[src/rtl/dmem_arbiter_pkg.sv]
// Shared encodings and helpers for the data-memory arbiter (CPU port vs. debug/loader port).
// The owner output reuses the FSM state encoding directly.
package dmem_arbiter_pkg;

  localparam int ADDR_W_DEF = 64;
  localparam int DATA_W_DEF = 64;

  localparam logic [1:0] ST_IDLE = 2'd0;
  localparam logic [1:0] ST_CPU  = 2'd1;
  localparam logic [1:0] ST_DBG  = 2'd2;
  localparam logic [1:0] ST_LOCK = 2'd3;

  function automatic logic [3:0] sat_inc(input logic [3:0] v, input logic [3:0] lim);
    return (v >= lim) ? lim : v + 4'd1;
  endfunction

endpackage

[src/rtl/arb_fair_cnt.sv]
// Saturating count of cycles a pending debug request has been refused; raises dbg_force
// once the refusal count reaches FAIR_LIMIT so debug cannot be starved by the CPU.
module arb_fair_cnt
  import dmem_arbiter_pkg::*;
#(
  parameter int FAIR_LIMIT = 4
) (
  input  logic clk,
  input  logic rst,
  input  logic dbg_req,
  input  logic dbg_gnt,
  output logic dbg_force
);

  localparam logic [3:0] LIMIT = 4'(FAIR_LIMIT);

  logic [3:0] wait_cnt;

  always_ff @(posedge clk or negedge rst) begin
    if (!rst) begin
      wait_cnt <= '0;
    end else if (dbg_req && !dbg_gnt) begin
      wait_cnt <= sat_inc(wait_cnt, LIMIT);
    end else begin
      wait_cnt <= '0;
    end
  end

  assign dbg_force = dbg_req & (wait_cnt == LIMIT);

endmodule

[src/rtl/dmem_arbiter.sv]
// Single-port data memory arbiter: CPU has default priority, debug is served after a bounded
// wait or owns the memory while locked. Optional performance counters under ARB_PERF_EN.
module dmem_arbiter
  import dmem_arbiter_pkg::*;
#(
  parameter int ADDR_W     = ADDR_W_DEF,
  parameter int DATA_W     = DATA_W_DEF,
  parameter int FAIR_LIMIT = 4
) (
  input  logic              clk,
  input  logic              rst,
  input  logic              cpu_req,
  input  logic              cpu_we,
  input  logic [ADDR_W-1:0] cpu_addr,
  input  logic [DATA_W-1:0] cpu_wdata,
  output logic [DATA_W-1:0] cpu_rdata,
  output logic              cpu_stall,
  input  logic              dbg_req,
  input  logic              dbg_we,
  input  logic [ADDR_W-1:0] dbg_addr,
  input  logic [DATA_W-1:0] dbg_wdata,
  input  logic              dbg_lock,
  output logic [DATA_W-1:0] dbg_rdata,
  output logic              dbg_ack,
  input  logic              halt,
  output logic              mem_we,
  output logic [ADDR_W-1:0] mem_addr,
  output logic [DATA_W-1:0] mem_wdata,
  input  logic [DATA_W-1:0] mem_rdata,
  output logic [1:0]        owner
`ifdef ARB_PERF_EN
  ,
  output logic [31:0]       cpu_acc_cnt,
  output logic [31:0]       dbg_acc_cnt,
  output logic [31:0]       stall_cnt
`endif
);

  logic [1:0] state;
  logic [1:0] state_nxt;
  logic       cpu_gnt;
  logic       dbg_gnt;
  logic       dbg_force;

  arb_fair_cnt #(
    .FAIR_LIMIT(FAIR_LIMIT)
  ) u_fair_cnt (
    .clk      (clk),
    .rst      (rst),
    .dbg_req  (dbg_req),
    .dbg_gnt  (dbg_gnt),
    .dbg_force(dbg_force)
  );

  // Qualifying grants with rst keeps every output at 0 while reset is held, which also
  // suppresses mem_we so an in-flight write is aborted at the next edge.
  assign cpu_gnt = rst & cpu_req & ~halt & (state != ST_LOCK) & ~dbg_force;
  assign dbg_gnt = rst & dbg_req & ((state == ST_LOCK) | halt | ~cpu_req | dbg_force);

  assign cpu_stall = rst & cpu_req & ~halt & ~cpu_gnt;
  assign dbg_ack   = dbg_gnt;
  assign cpu_rdata = cpu_gnt ? mem_rdata : '0;
  assign dbg_rdata = dbg_gnt ? mem_rdata : '0;
  assign owner     = state;

  always_comb begin
    mem_we    = 1'b0;
    mem_addr  = '0;
    mem_wdata = '0;
    if (cpu_gnt) begin
      mem_we    = cpu_we;
      mem_addr  = cpu_addr;
      mem_wdata = cpu_wdata;
    end else if (dbg_gnt) begin
      mem_we    = dbg_we;
      mem_addr  = dbg_addr;
      mem_wdata = dbg_wdata;
    end
  end

  always_comb begin
    state_nxt = ST_IDLE;
    if ((dbg_gnt && dbg_lock) || (state == ST_LOCK && dbg_lock)) begin
      state_nxt = ST_LOCK;
    end else if (cpu_gnt) begin
      state_nxt = ST_CPU;
    end else if (dbg_gnt) begin
      state_nxt = ST_DBG;
    end
  end

  always_ff @(posedge clk or negedge rst) begin
    if (!rst) begin
      state <= ST_IDLE;
    end else begin
      state <= state_nxt;
    end
  end

`ifdef ARB_PERF_EN
  always_ff @(posedge clk or negedge rst) begin
    if (!rst) begin
      cpu_acc_cnt <= '0;
      dbg_acc_cnt <= '0;
      stall_cnt   <= '0;
    end else begin
      if (cpu_gnt)   cpu_acc_cnt <= cpu_acc_cnt + 32'd1;
      if (dbg_gnt)   dbg_acc_cnt <= dbg_acc_cnt + 32'd1;
      if (cpu_stall) stall_cnt   <= stall_cnt + 32'd1;
    end
  end
`endif

endmodule

[config.mk]
export PLATFORM = sky130hd
export DESIGN_NAME = dmem_arbiter
export DESIGN_NICKNAME = d
export VERILOG_FILES = /design/src/rtl/dmem_arbiter_pkg.sv /design/src/rtl/arb_fair_cnt.sv /design/src/rtl/dmem_arbiter.sv
export SDC_FILE = /design/constraint.sdc
export NUM_CORES = 1
export LEC_CHECK = 0
export BUFFER_PORTS_ARGS = -buffer_cell sky130_fd_sc_hd__buf_2
export CORE_AREA = 10 10 220 222
export CTS_CLUSTER_DIAMETER = 50
export DETAILED_ROUTE_END_ITERATION = 10
export DIE_AREA = 0 0 230 232
export GPL_ROUTABILITY_DRIVEN = 0
export SYNTH_ARGS = -nofsm -noshare
export SYNTH_HDL_FRONTEND = slang
export SYNTH_SLANG_ARGS = --single-unit
[constraint.sdc]
create_clock -name clk -period 1.7 [get_ports clk]
set_input_delay 0 -clock clk [delete_from_list [all_inputs] [get_ports clk]]
set_output_delay 0 -clock clk [all_outputs]
set_load 0.01 [all_outputs]
==> flow_metrics.env, run 1 <==
export IMPL_status="complete, but fails checks"
export IMPL_violations="setup timing"
export IMPL_synthDominantCellAreaShare_pct=34.1
export IMPL_dieHeight_um=232
export IMPL_wl_um=29100
export IMPL_combPwrFrac_pct=76.8
export IMPL_power_density_mw_per_mm2=296
export IMPL_layout_min_cycle_time_ns=1.93
export IMPL_cap_violations=0
export IMPL_area_growth_syn_to_layout_pct=111
export IMPL_route_detailed_drc=0
export IMPL_ff_latch_area_um2=150
export IMPL_post_route_cells_drive_above_1_share_pct=55.7
export IMPL_place_area_mm2=0.00750
export IMPL_final_common_cell="buf_2"
export IMPL_ir_drop_mv=0.292
export IMPL_ant_nets=0
export IMPL_antenna_found_initial=6
export IMPL_grt_ovfl_total=0
export IMPL_cts_tree="built"
export IMPL_synth_cell_types=20
export IMPL_hpwl_um=24600
export IMPL_synth_area_top_cells="mux2i_1 (34%), nand2_1 (26%), and3_1 (22%), buf_6 (4.8%), dfrtp_1 (4.0%)"
export IMPL_dr_pass1_iters=4
export IMPL_met2_length_um=14500
export IMPL_finalHoldViolCount=0
export IMPL_path_class="flip-flop to output port"
export IMPL_grt_max_degree=116
export IMPL_critical_path_max_fanout=12
export IMPL_port_buffers=588
export IMPL_synth_area_leader_cell="mux2i_1"
export IMPL_arrival_ns=1.93
export IMPL_wl_met1_um=10300
export IMPL_finalSetupTns_ns=-32.81
export IMPL_start_kind="flip-flop"
export IMPL_max_stage_delay_ns=0.35
export IMPL_io_pins=589
export IMPL_synth_net_count=948
export IMPL_avgSynthCellArea_um2=6.12
export IMPL_multi_input_area_mm2=0.00327
export IMPL_nets=1524
export IMPL_worstPathRequired_ns=1.70
export IMPL_fin_ws_ns=-0.226
export IMPL_synth_warnings=0
export IMPL_numClockSinks=6
export IMPL_seq_power_share_pct=6.7
export IMPL_fmax_mhz=519
export IMPL_cp_end_kind="output port"
export IMPL_track_usage_pct=9.64
export IMPL_numCtsBuffers=3
export IMPL_place_ws_ns=-0.0161
export IMPL_p_switching_mw=1.01
export IMPL_insertion_delay_ns=0.23
export IMPL_grt_first_pass_wirelength_um=40600
export IMPL_die_width_um=230
export IMPL_drv_slew=0
export IMPL_finalCritPeriodShare_pct=113
export IMPL_clock_path_buffers=2
export IMPL_fill_cells=5043
export IMPL_antenna_cells=0
export IMPL_cts_root_buf="clkbuf_16"
export IMPL_routed_top_layer="met5"
export IMPL_leakagePower_nw=4.90
export IMPL_stdcell_area_mm2=0.00798
export IMPL_rows=77
export IMPL_synth_seq_area_share_pct=3.97
export IMPL_hp_class="input pin to flip-flop"
export IMPL_final_cell_mix="buf_2 (577), nand2_1 (259), mux2i_1 (125)"
export IMPL_cpMaxStageDelayCell="dfrtp_1"
export IMPL_netlist_area_mm2=0.00378
export IMPL_post_drt_via_cell_ratio=3.71
export IMPL_netlist_instances=618
export IMPL_whs_ns=0.0253
export IMPL_intPower_mw=1.35
export IMPL_finClkSkew_ns=0.00292
export IMPL_wl_per_cell_um=16.3
export IMPL_core_mm2=0.0439
export IMPL_num_vias=6618
export IMPL_start_util_pct=8.61
export IMPL_ys_seq_elements=6
export IMPL_path_cells="inv_2 > ha_2 > nand4b_1 > and3_4 > buf_12 > buf_4 > mux2i_2 > buf_2"
export IMPL_clock_power_share_pct=16.6
export IMPL_rsz0062_at_grt="true"
export IMPL_drt_iter0_markers=303
export IMPL_finalSetupViolations=250
export IMPL_dr_wl_met3_um=3390
export IMPL_htreeDepth=1
export IMPL_grt_pass1_vias=6812
export IMPL_die_area_mm2=0.0534
export IMPL_clkTransAtPathRegs_ns=0.04
export IMPL_swShare_pct=43.0
export IMPL_post_route_util_pct=18.2
[power by group through the flow]
stage	registers, mW	clock network, mW	logic (mW)
global route	0.158	0.407	1.97
detailed placement	0.159	0	1.69
global placement	0.158	0	1.69
CTS	0.157	0.397	1.81
finish	0.157	0.392	1.81
floorplan	0.159	0	0.805
[area by class of cell]
type | instances | area share (%)
multi-input cells | 537 | 41.0
flip-flops and latches | 6 | 1.88
inverters | 2 | 0.0941
repair buffers | 644 | 46.8
clock buffers | 3 | 0.941
well taps | 592 | 9.28
[final timing paths]
check | from | endpoint | slack (ns) | depth (start not counted)
worst max-delay path | u_fair_cnt.wait_cnt[0]$_DFF_PN0_ | mem_addr[62] | -0.23 | 8
worst min-delay path | dbg_lock | owner[0]$_DFF_PN0_ | 0.03 | 2
worst max register to register | u_fair_cnt.wait_cnt[0]$_DFF_PN0_ | owner[0]$_DFF_PN0_ | 0.07 | 7
worst min register to register | u_fair_cnt.wait_cnt[0]$_DFF_PN0_ | u_fair_cnt.wait_cnt[0]$_DFF_PN0_ | 0.53 | 3
max in group asynchronous | rst | owner[0]$_DFF_PN0_ | 1.03 | 3
min in group asynchronous | rst | owner[1]$_DFF_PN0_ | 0.36 | 3
[kinds of logic after synthesis]
kind of cell    synth area share, %
mux                            34.1
flops                          3.97
simple gates                   48.6
compound gates                 1.19
other cells                  0.0991
fa+ha+maj                     0.661
buf+inv                        11.4
[Yosys cell counts, drive strengths merged]
library cell / number
nand3: 4
nand4b: 1
conb: 1
nor2b: 1
mux2i: 129
ha: 2
o31ai: 1
a21oi: 4
dfrtp: 6
nor2: 1
buf: 37
a21o: 1
and2: 2
inv: 2
clkbuf: 36
a221o: 1
and3: 130
nand2: 259
[sequential cells by signal (all words and copies together), names as in the netlist]
signal,cells
owner,2
u_fair_cnt.wait_cnt,4
[metrics by stage]
stage / std cells / power, mW
after global placement: 1767 / 1.85
after global routing: 1784 / 2.53
after detailed placement: 1767 / 1.85
after CTS: 1781 / 2.36
final: 1784 / 2.36
after floorplan: 618 / 0.964
[metal layers]
layer  up-vias  global-route usage (%)
li1       3216                       -
met3        45                    4.13
met4         4                    3.29
met1      2934                    9.56
met5         -                       0
met2       419                    17.7
[repair_timing]
action | CTS | global route
gates cloned | 3 | 1
setup buffers | 7 | 4
endpoints found under the hold margin | 6 | 0
setup endpoints to repair | 242 | 259
pin swaps | 3 | 3
hold buffers | 1 | 0
resized for setup | 34 | 26
[critical path, delay by kind of cell, from the launching register on]
kind | cells | cell delay (ns)
buffers and inverters | 4 | 0.55
multiplexers | 1 | 0.24
adder cells (fa/ha/maj) | 1 | 0.16
AND/OR/NAND/NOR | 2 | 0.36
flip-flops | 1 | 0.35
(Power assumes the default switching activity.)
==> run 2: changes to the inputs <==
--- a/config.mk
+++ b/config.mk
@@ -11,6 +11,7 @@
 export DETAILED_ROUTE_END_ITERATION = 10
 export DIE_AREA = 0 0 230 232
 export GPL_ROUTABILITY_DRIVEN = 0
+export GPL_TIMING_DRIVEN = 0
 export SYNTH_ARGS = -nofsm -noshare
 export SYNTH_HDL_FRONTEND = slang
 export SYNTH_SLANG_ARGS = --single-unit
==> flow_metrics.env, run 2 (same netlist as run 1, synthesis figures left out) <==
export IMPL_status="complete, but fails checks"
export IMPL_violations="setup timing"
export IMPL_final_common_cell="buf_2"
export IMPL_grt_first_pass_wirelength_um=45900
export IMPL_drv_slew=0
export IMPL_grt_ovfl_total=0
export IMPL_port_buffers=588
export IMPL_htreeDepth=1
export IMPL_route_detailed_drc=0
export IMPL_largest_register_ffs=4
export IMPL_clock_path_buffers=2
export IMPL_worstPathRequired_ns=1.70
export IMPL_cp_common_cell="buf_12"
export IMPL_core_mm2=0.0439
export IMPL_whs_ns=0.0654
export IMPL_antenna_found_initial=6
export IMPL_post_drt_via_cell_ratio=3.92
export IMPL_ir_drop_mv=0.382
export IMPL_wl_per_cell_um=19.3
export IMPL_clkTransAtPathRegs_ns=0.04
export IMPL_cpMaxStageDelayCell="dfrtp_1"
export IMPL_cp_top_family="buffers and inverters"
export IMPL_arrival_ns=2.09
export IMPL_start_kind="flip-flop"
export IMPL_post_route_cells_drive_above_1_share_pct=63.6
export IMPL_finClkSkew_ns=0.00208
export IMPL_timing_slew_headroom_pct=57.7
export IMPL_ant_nets=0
export IMPL_die_width_um=230
export IMPL_finalCritPeriodShare_pct=123
export IMPL_track_usage_pct=11.1
export IMPL_start_util_pct=8.61
export IMPL_cp_end_kind="output port"
export IMPL_area_growth_syn_to_layout_pct=156
export IMPL_leakagePower_nw=5.15
export IMPL_grt_max_degree=11
export IMPL_grt_pass1_vias=7338
export IMPL_path_buf_inv=6
export IMPL_layout_min_cycle_time_ns=2.09
export IMPL_place_ws_ns=-0.540
export IMPL_hpwl_um=28400
export IMPL_path_cells="inv_2 > ha_4 > nand4b_1 > and3_4 > buf_12 > buf_12 > buf_12 > buf_12 > mux2i_1 > buf_2"
export IMPL_io_pins=589
export IMPL_critical_path_max_fanout=7
export IMPL_regMostFlops="u_fair_cnt.wait_cnt"
export IMPL_nets=1581
export IMPL_num_vias=7220
export IMPL_wl_um=35600
export IMPL_fin_ws_ns=-0.391
export IMPL_rows=77
export IMPL_fmax_mhz=478
export IMPL_drt_iter0_markers=274
export IMPL_cap_violations=0
export IMPL_cts_tree="built"
export IMPL_fill_cells=4895
export IMPL_dr_pass1_iters=5
export IMPL_final_cell_mix="buf_2 (507), nand2_1 (259), mux2i_1 (116)"
export IMPL_hp_class="input pin to flip-flop"
export IMPL_insertion_delay_ns=0.23
export IMPL_numCtsBuffers=3
export IMPL_numClockSinks=6
export IMPL_finalSetupViolations=259
export IMPL_dieHeight_um=232
export IMPL_max_stage_delay_ns=0.38
export IMPL_path_class="flip-flop to output port"
export IMPL_worstMarginPinSlew_ns=0.634
export IMPL_rsz0062_at_grt="true"
export IMPL_power_density_mw_per_mm2=295
export IMPL_cts_root_buf="clkbuf_16"
export IMPL_antenna_cells=0
export IMPL_die_area_mm2=0.0534
export IMPL_finalHoldViolCount=0
-- run 2: cell types whose count changed in the layout (fill, tap and decap cells not counted), moves of 11 or more --
cell / previous run / this run
and3_1: 121 / 35
and3_4: 9 / 95
buf_6: 25 / 109
buf_2: 577 / 507
clkbuf_1: 0 / 22
clkbuf_16: 3 / 14
-- run 2: final timing paths --
kind | start | endpoint | slack, ns | depth (start not counted)
max | u_fair_cnt.wait_cnt[0]$_DFF_PN0_ | mem_addr[60] | -0.39 | 10
min | dbg_req | u_fair_cnt.wait_cnt[2]$_DFF_PN0_ | 0.07 | 3
max reg2reg | u_fair_cnt.wait_cnt[0]$_DFF_PN0_ | owner[0]$_DFF_PN0_ | -0.11 | 8
min reg2reg | u_fair_cnt.wait_cnt[0]$_DFF_PN0_ | u_fair_cnt.wait_cnt[0]$_DFF_PN0_ | 0.54 | 3
max in group asynchronous | rst | u_fair_cnt.wait_cnt[2]$_DFF_PN0_ | 1.24 | 2
min in group asynchronous | rst | u_fair_cnt.wait_cnt[3]$_DFF_PN0_ | 0.23 | 2
-- run 2: timing repair --
item	CTS	global route
cloned	6	12
buffers inserted	12	13
endpoints found under the setup margin	263	259
hold endpoints to repair	6	0
hold buffers	1	0
resized for setup	131	231
pin swaps	10	50
-- run 2: cell type report --
class	instances	area (µm²)	area share, %
Timing Repair Buffer	630	4210	43.4
Multi-Input combinational cell	537	3830	39.5
Tap cell	592	741	7.64
Buffer	71	683	7.05
Sequential cell	6	150	1.55
Clock buffer	3	75.1	0.774
Inverter	2	7.51	0.0774
-- run 2: routing by layer --
metal / up-vias / routed length (µm) / global-route usage [%] / share of wire [%]
met2: 469 / 17700 / 20.6 / 50
met3: 59 / 3370 / 3.46 / 9.5
li1: 3351 / - / - / -
met1: 3339 / 13300 / 11.6 / 37
met5: - / 17 / 0 / 0.048
met4: 2 / 1260 / 3.72 / 3.5
-- run 2: worst reg2reg max path, cell delays in order (launching register included) --
cell       delay, ns
dfrtp_1         0.38
inv_2           0.08
ha_4            0.12
nand4b_1        0.15
and3_4          0.20
buf_12          0.15
buf_12          0.12
clkbuf_16       0.16
a221o_1         0.33
-- run 2: power breakdown --
| group | switching [mW] | internal, mW | total [mW] |
|---|---|---|---|
| clock network | 0.0825 | 0.302 | 0.385 |
| logic | 1.12 | 1.20 | 2.32 |
| registers | 0.00533 | 0.152 | 0.157 |
-- run 2: per-stage QoR --
stage / instances / TNS, ns / util (%) / area [µm²] / total power [mW]
2_1_floorplan: 618 / 0 / - / 3780 / 0.964
3_3_place_gp: 1798 / -35.38 / 17.0 / 7470 / 1.89
3_5_place_dp: 1798 / -36.35 / 17.0 / 7470 / 1.89
4_1_cts: 1820 / -52.51 / 19.2 / 8430 / 2.53
5_1_grt: 1841 / -74.65 / 22.1 / 9700 / 3.03
6_report: 1841 / -57.82 / 22.1 / 9700 / 2.86
==> run 3: changes to the inputs <==
--- a/config.mk
+++ b/config.mk
@@ -5,11 +5,12 @@
 export SDC_FILE = /design/constraint.sdc
 export NUM_CORES = 1
 export LEC_CHECK = 0
+export ABC_AREA = 1
 export BUFFER_PORTS_ARGS = -buffer_cell sky130_fd_sc_hd__buf_2
-export CORE_AREA = 10 10 220 222
+export CORE_AREA = 10 10 219 221
 export CTS_CLUSTER_DIAMETER = 50
 export DETAILED_ROUTE_END_ITERATION = 10
-export DIE_AREA = 0 0 230 232
+export DIE_AREA = 0 0 229 231
 export GPL_ROUTABILITY_DRIVEN = 0
 export GPL_TIMING_DRIVEN = 0
 export SYNTH_ARGS = -nofsm -noshare
==> flow_metrics.env, run 3 <==
export IMPL_status="complete, but fails checks"
export IMPL_violations="setup timing"
export IMPL_ant_nets=0
export IMPL_cts_tree="built"
export IMPL_synth_area_leader_cell="nand2_1"
export IMPL_fin_ws_ns=-0.281
export IMPL_numCtsBuffers=3
export IMPL_track_usage_pct=11.4
export IMPL_wl_per_cell_um=18.2
export IMPL_grt_ovfl_total=0
export IMPL_dr_pass1_iters=5
export IMPL_path_cells="inv_2 > ha_4 > nand2_1 > inv_1 > nand2_2 > nand2_4 > nor2_4 > buf_12 > buf_16 > buf_12 > nand2_1 > nand2_1 > buf_2"
export IMPL_start_kind="flip-flop"
export IMPL_path_buf_inv=6
export IMPL_netlist_area_mm2=0.00305
export IMPL_regMostFlops="u_fair_cnt.wait_cnt"
export IMPL_num_vias=6905
export IMPL_numClockSinks=6
export IMPL_largest_register_ffs=4
export IMPL_max_stage_delay_ns=0.35
export IMPL_rsz0062_at_grt="true"
export IMPL_clock_path_buffers=2
export IMPL_finClkSkew_ns=0.00390
export IMPL_post_route_cells_drive_above_1_share_pct=67.0
export IMPL_port_buffers=588
export IMPL_power_density_mw_per_mm2=297
export IMPL_hp_class="input pin to flip-flop"
export IMPL_wl_um=34600
export IMPL_critical_path_max_fanout=10
export IMPL_grt_pass1_vias=6978
export IMPL_drt_iter0_markers=268
export IMPL_synth_ff_type="dfrtp_1"
export IMPL_route_detailed_drc=0
export IMPL_insertion_delay_ns=0.23
export IMPL_fmax_mhz=505
export IMPL_finalSetupViolations=258
export IMPL_clkTransAtPathRegs_ns=0.04
export IMPL_synth_warnings=0
export IMPL_final_cell_mix="buf_2 (530), nand3_1 (127), nor2_1 (122)"
export IMPL_ys_seq_elements=6
export IMPL_finalHoldViolCount=0
export IMPL_netlist_instances=678
export IMPL_post_route_util_pct=21.0
export IMPL_leakagePower_nw=5.86
export IMPL_final_common_cell="buf_2"
export IMPL_path_class="flip-flop to output port"
export IMPL_antenna_found_initial=1
export IMPL_area_growth_syn_to_layout_pct=202
export IMPL_worstPathRequired_ns=1.70
export IMPL_cts_root_buf="clkbuf_16"
export IMPL_die_area_mm2=0.0529
export IMPL_rows=77
export IMPL_arrival_ns=1.98
export IMPL_timing_slew_headroom_pct=62.6
export IMPL_synth_net_count=1008
export IMPL_cp_top_family="buffers and inverters"
export IMPL_synth_cell_types=16
export IMPL_cpMaxStageDelayCell="dfrtp_1"
export IMPL_avgSynthCellArea_um2=4.49
export IMPL_async_flop_share_pct=100
export IMPL_place_area_mm2=0.00673
export IMPL_die_width_um=229
export IMPL_stdcell_area_mm2=0.00918
export IMPL_cp_common_cell="nand2_1"
export IMPL_synth_commonest_cells="nand2_1 (268), nor2_1 (134), nand3_1 (133), inv_1 (72), buf_2 (33)"
export IMPL_yosysMostFrequentCell="nand2_1"
export IMPL_worstMarginPinSlew_ns=0.562
export IMPL_ir_drop_mv=0.205
export IMPL_nets=1640
export IMPL_synthDominantCellAreaShare_pct=33.0
export IMPL_synth_seq_area_share_pct=4.93
export IMPL_start_util_pct=6.96
export IMPL_drv_slew=0
export IMPL_grt_first_pass_wirelength_um=45700
export IMPL_finalCritPeriodShare_pct=117
export IMPL_post_drt_via_cell_ratio=3.63
export IMPL_hpwl_um=26700
export IMPL_synth_edf_count=0
export IMPL_grt_max_degree=11
export IMPL_antenna_cells=0
export IMPL_synth_area_top_cells="nand2_1 (33%), nand3_1 (22%), nor2_1 (17%), inv_1 (8.9%), buf_6 (6.3%)"
export IMPL_io_pins=589
export IMPL_htreeDepth=1
export IMPL_core_mm2=0.0437
export IMPL_cap_violations=0
export IMPL_dieHeight_um=231
export IMPL_layout_min_cycle_time_ns=1.98
export IMPL_cp_end_kind="output port"
run 3: cells by family (layout without fill, tap and decap cells):
family,Yosys count,after routing,synth area share (%)
other,1,1,0.123
DFF,6,6,4.93
and+or+nand+nor,540,540,72.6
buffers and inverters,129,759,21.6
adders and majority gates,2,2,0.822
run 3: worst register-to-register path, cell delays in order (launching register included):
cell	delay, ns
dfrtp_1	0.38
inv_2	0.09
ha_4	0.13
nand2_1	0.04
inv_1	0.06
nand2_2	0.08
nand2_4	0.14
buf_4	0.16
nand2_8	0.08
buf_8	0.17
buf_4	0.14
nand2_1	0.09
nor2_1	0.05
run 3: layer usage:
metal / vias to the layer above / global-route usage [%] / part of all wire [%]
li1: 3326 / - / -
met1: 3112 / 12.3 / 38
met2: 428 / 21.2 / 51
met3: 39 / 3.46 / 8.2
met4: 0 / 2.90 / 2.3
met5: - / 0 / 0
run 3: stage by stage:
| step | cells | setup slack (ns) | power (mW) | setup TNS [ns] | hold WS (ns) |
|---|---|---|---|---|---|
| after floorplan | 678 | 0.330 | 0.812 | 0 | -0.296 |
| after global placement | 1858 | -0.483 | 1.73 | -36.75 | -0.102 |
| after detailed placement | 1858 | -0.477 | 1.73 | -37.51 | -0.100 |
| after CTS | 1891 | -0.314 | 2.51 | -45.73 | 0.0512 |
| after global routing | 1900 | -0.417 | 2.92 | -77.99 | 0.0856 |
| final | 1900 | -0.281 | 2.73 | -44.64 | 0.0533 |
run 3: cell type report:
| class | count | area, µm² |
|---|---|---|
| inverter | 73 | 274 |
| clock buffer | 3 | 75.1 |
| tap | 592 | 741 |
| buffer | 56 | 701 |
| fill | 4963 | 34600 |
| multi-input combinational | 543 | 3170 |
| sequential | 6 | 150 |
| timing repair buffer | 627 | 4070 |
run 3: power by group:
part           switching [mW]  internal (mW)  total (mW)
clock                  0.0787          0.302       0.381
combinational            1.14           1.06        2.19
sequential            0.00539          0.153       0.158
total                    1.22           1.51        2.73
run 3: final timing paths:
kind	from	end	slack, ns	depth (start not counted)
setup / recovery	u_fair_cnt.wait_cnt[0]$_DFF_PN0_	mem_wdata[33]	-0.28	13
hold / removal	dbg_lock	owner[1]$_DFF_PN0_	0.05	3
setup reg to reg	u_fair_cnt.wait_cnt[0]$_DFF_PN0_	u_fair_cnt.wait_cnt[2]$_DFF_PN0_	-0.02	12
hold reg to reg	u_fair_cnt.wait_cnt[2]$_DFF_PN0_	u_fair_cnt.wait_cnt[2]$_DFF_PN0_	0.55	2
max in group asynchronous	rst	owner[1]$_DFF_PN0_	1.15	2
min in group asynchronous	rst	u_fair_cnt.wait_cnt[0]$_DFF_PN0_	0.33	2
run 3: repair_timing:
action	in CTS	in global routing
hold buffers	1	0
resized for setup	231	225
setup endpoints to repair	261	260
pin swaps	10	19
gates cloned	12	7
hold endpoints to repair	6	0
buffers inserted	18	4
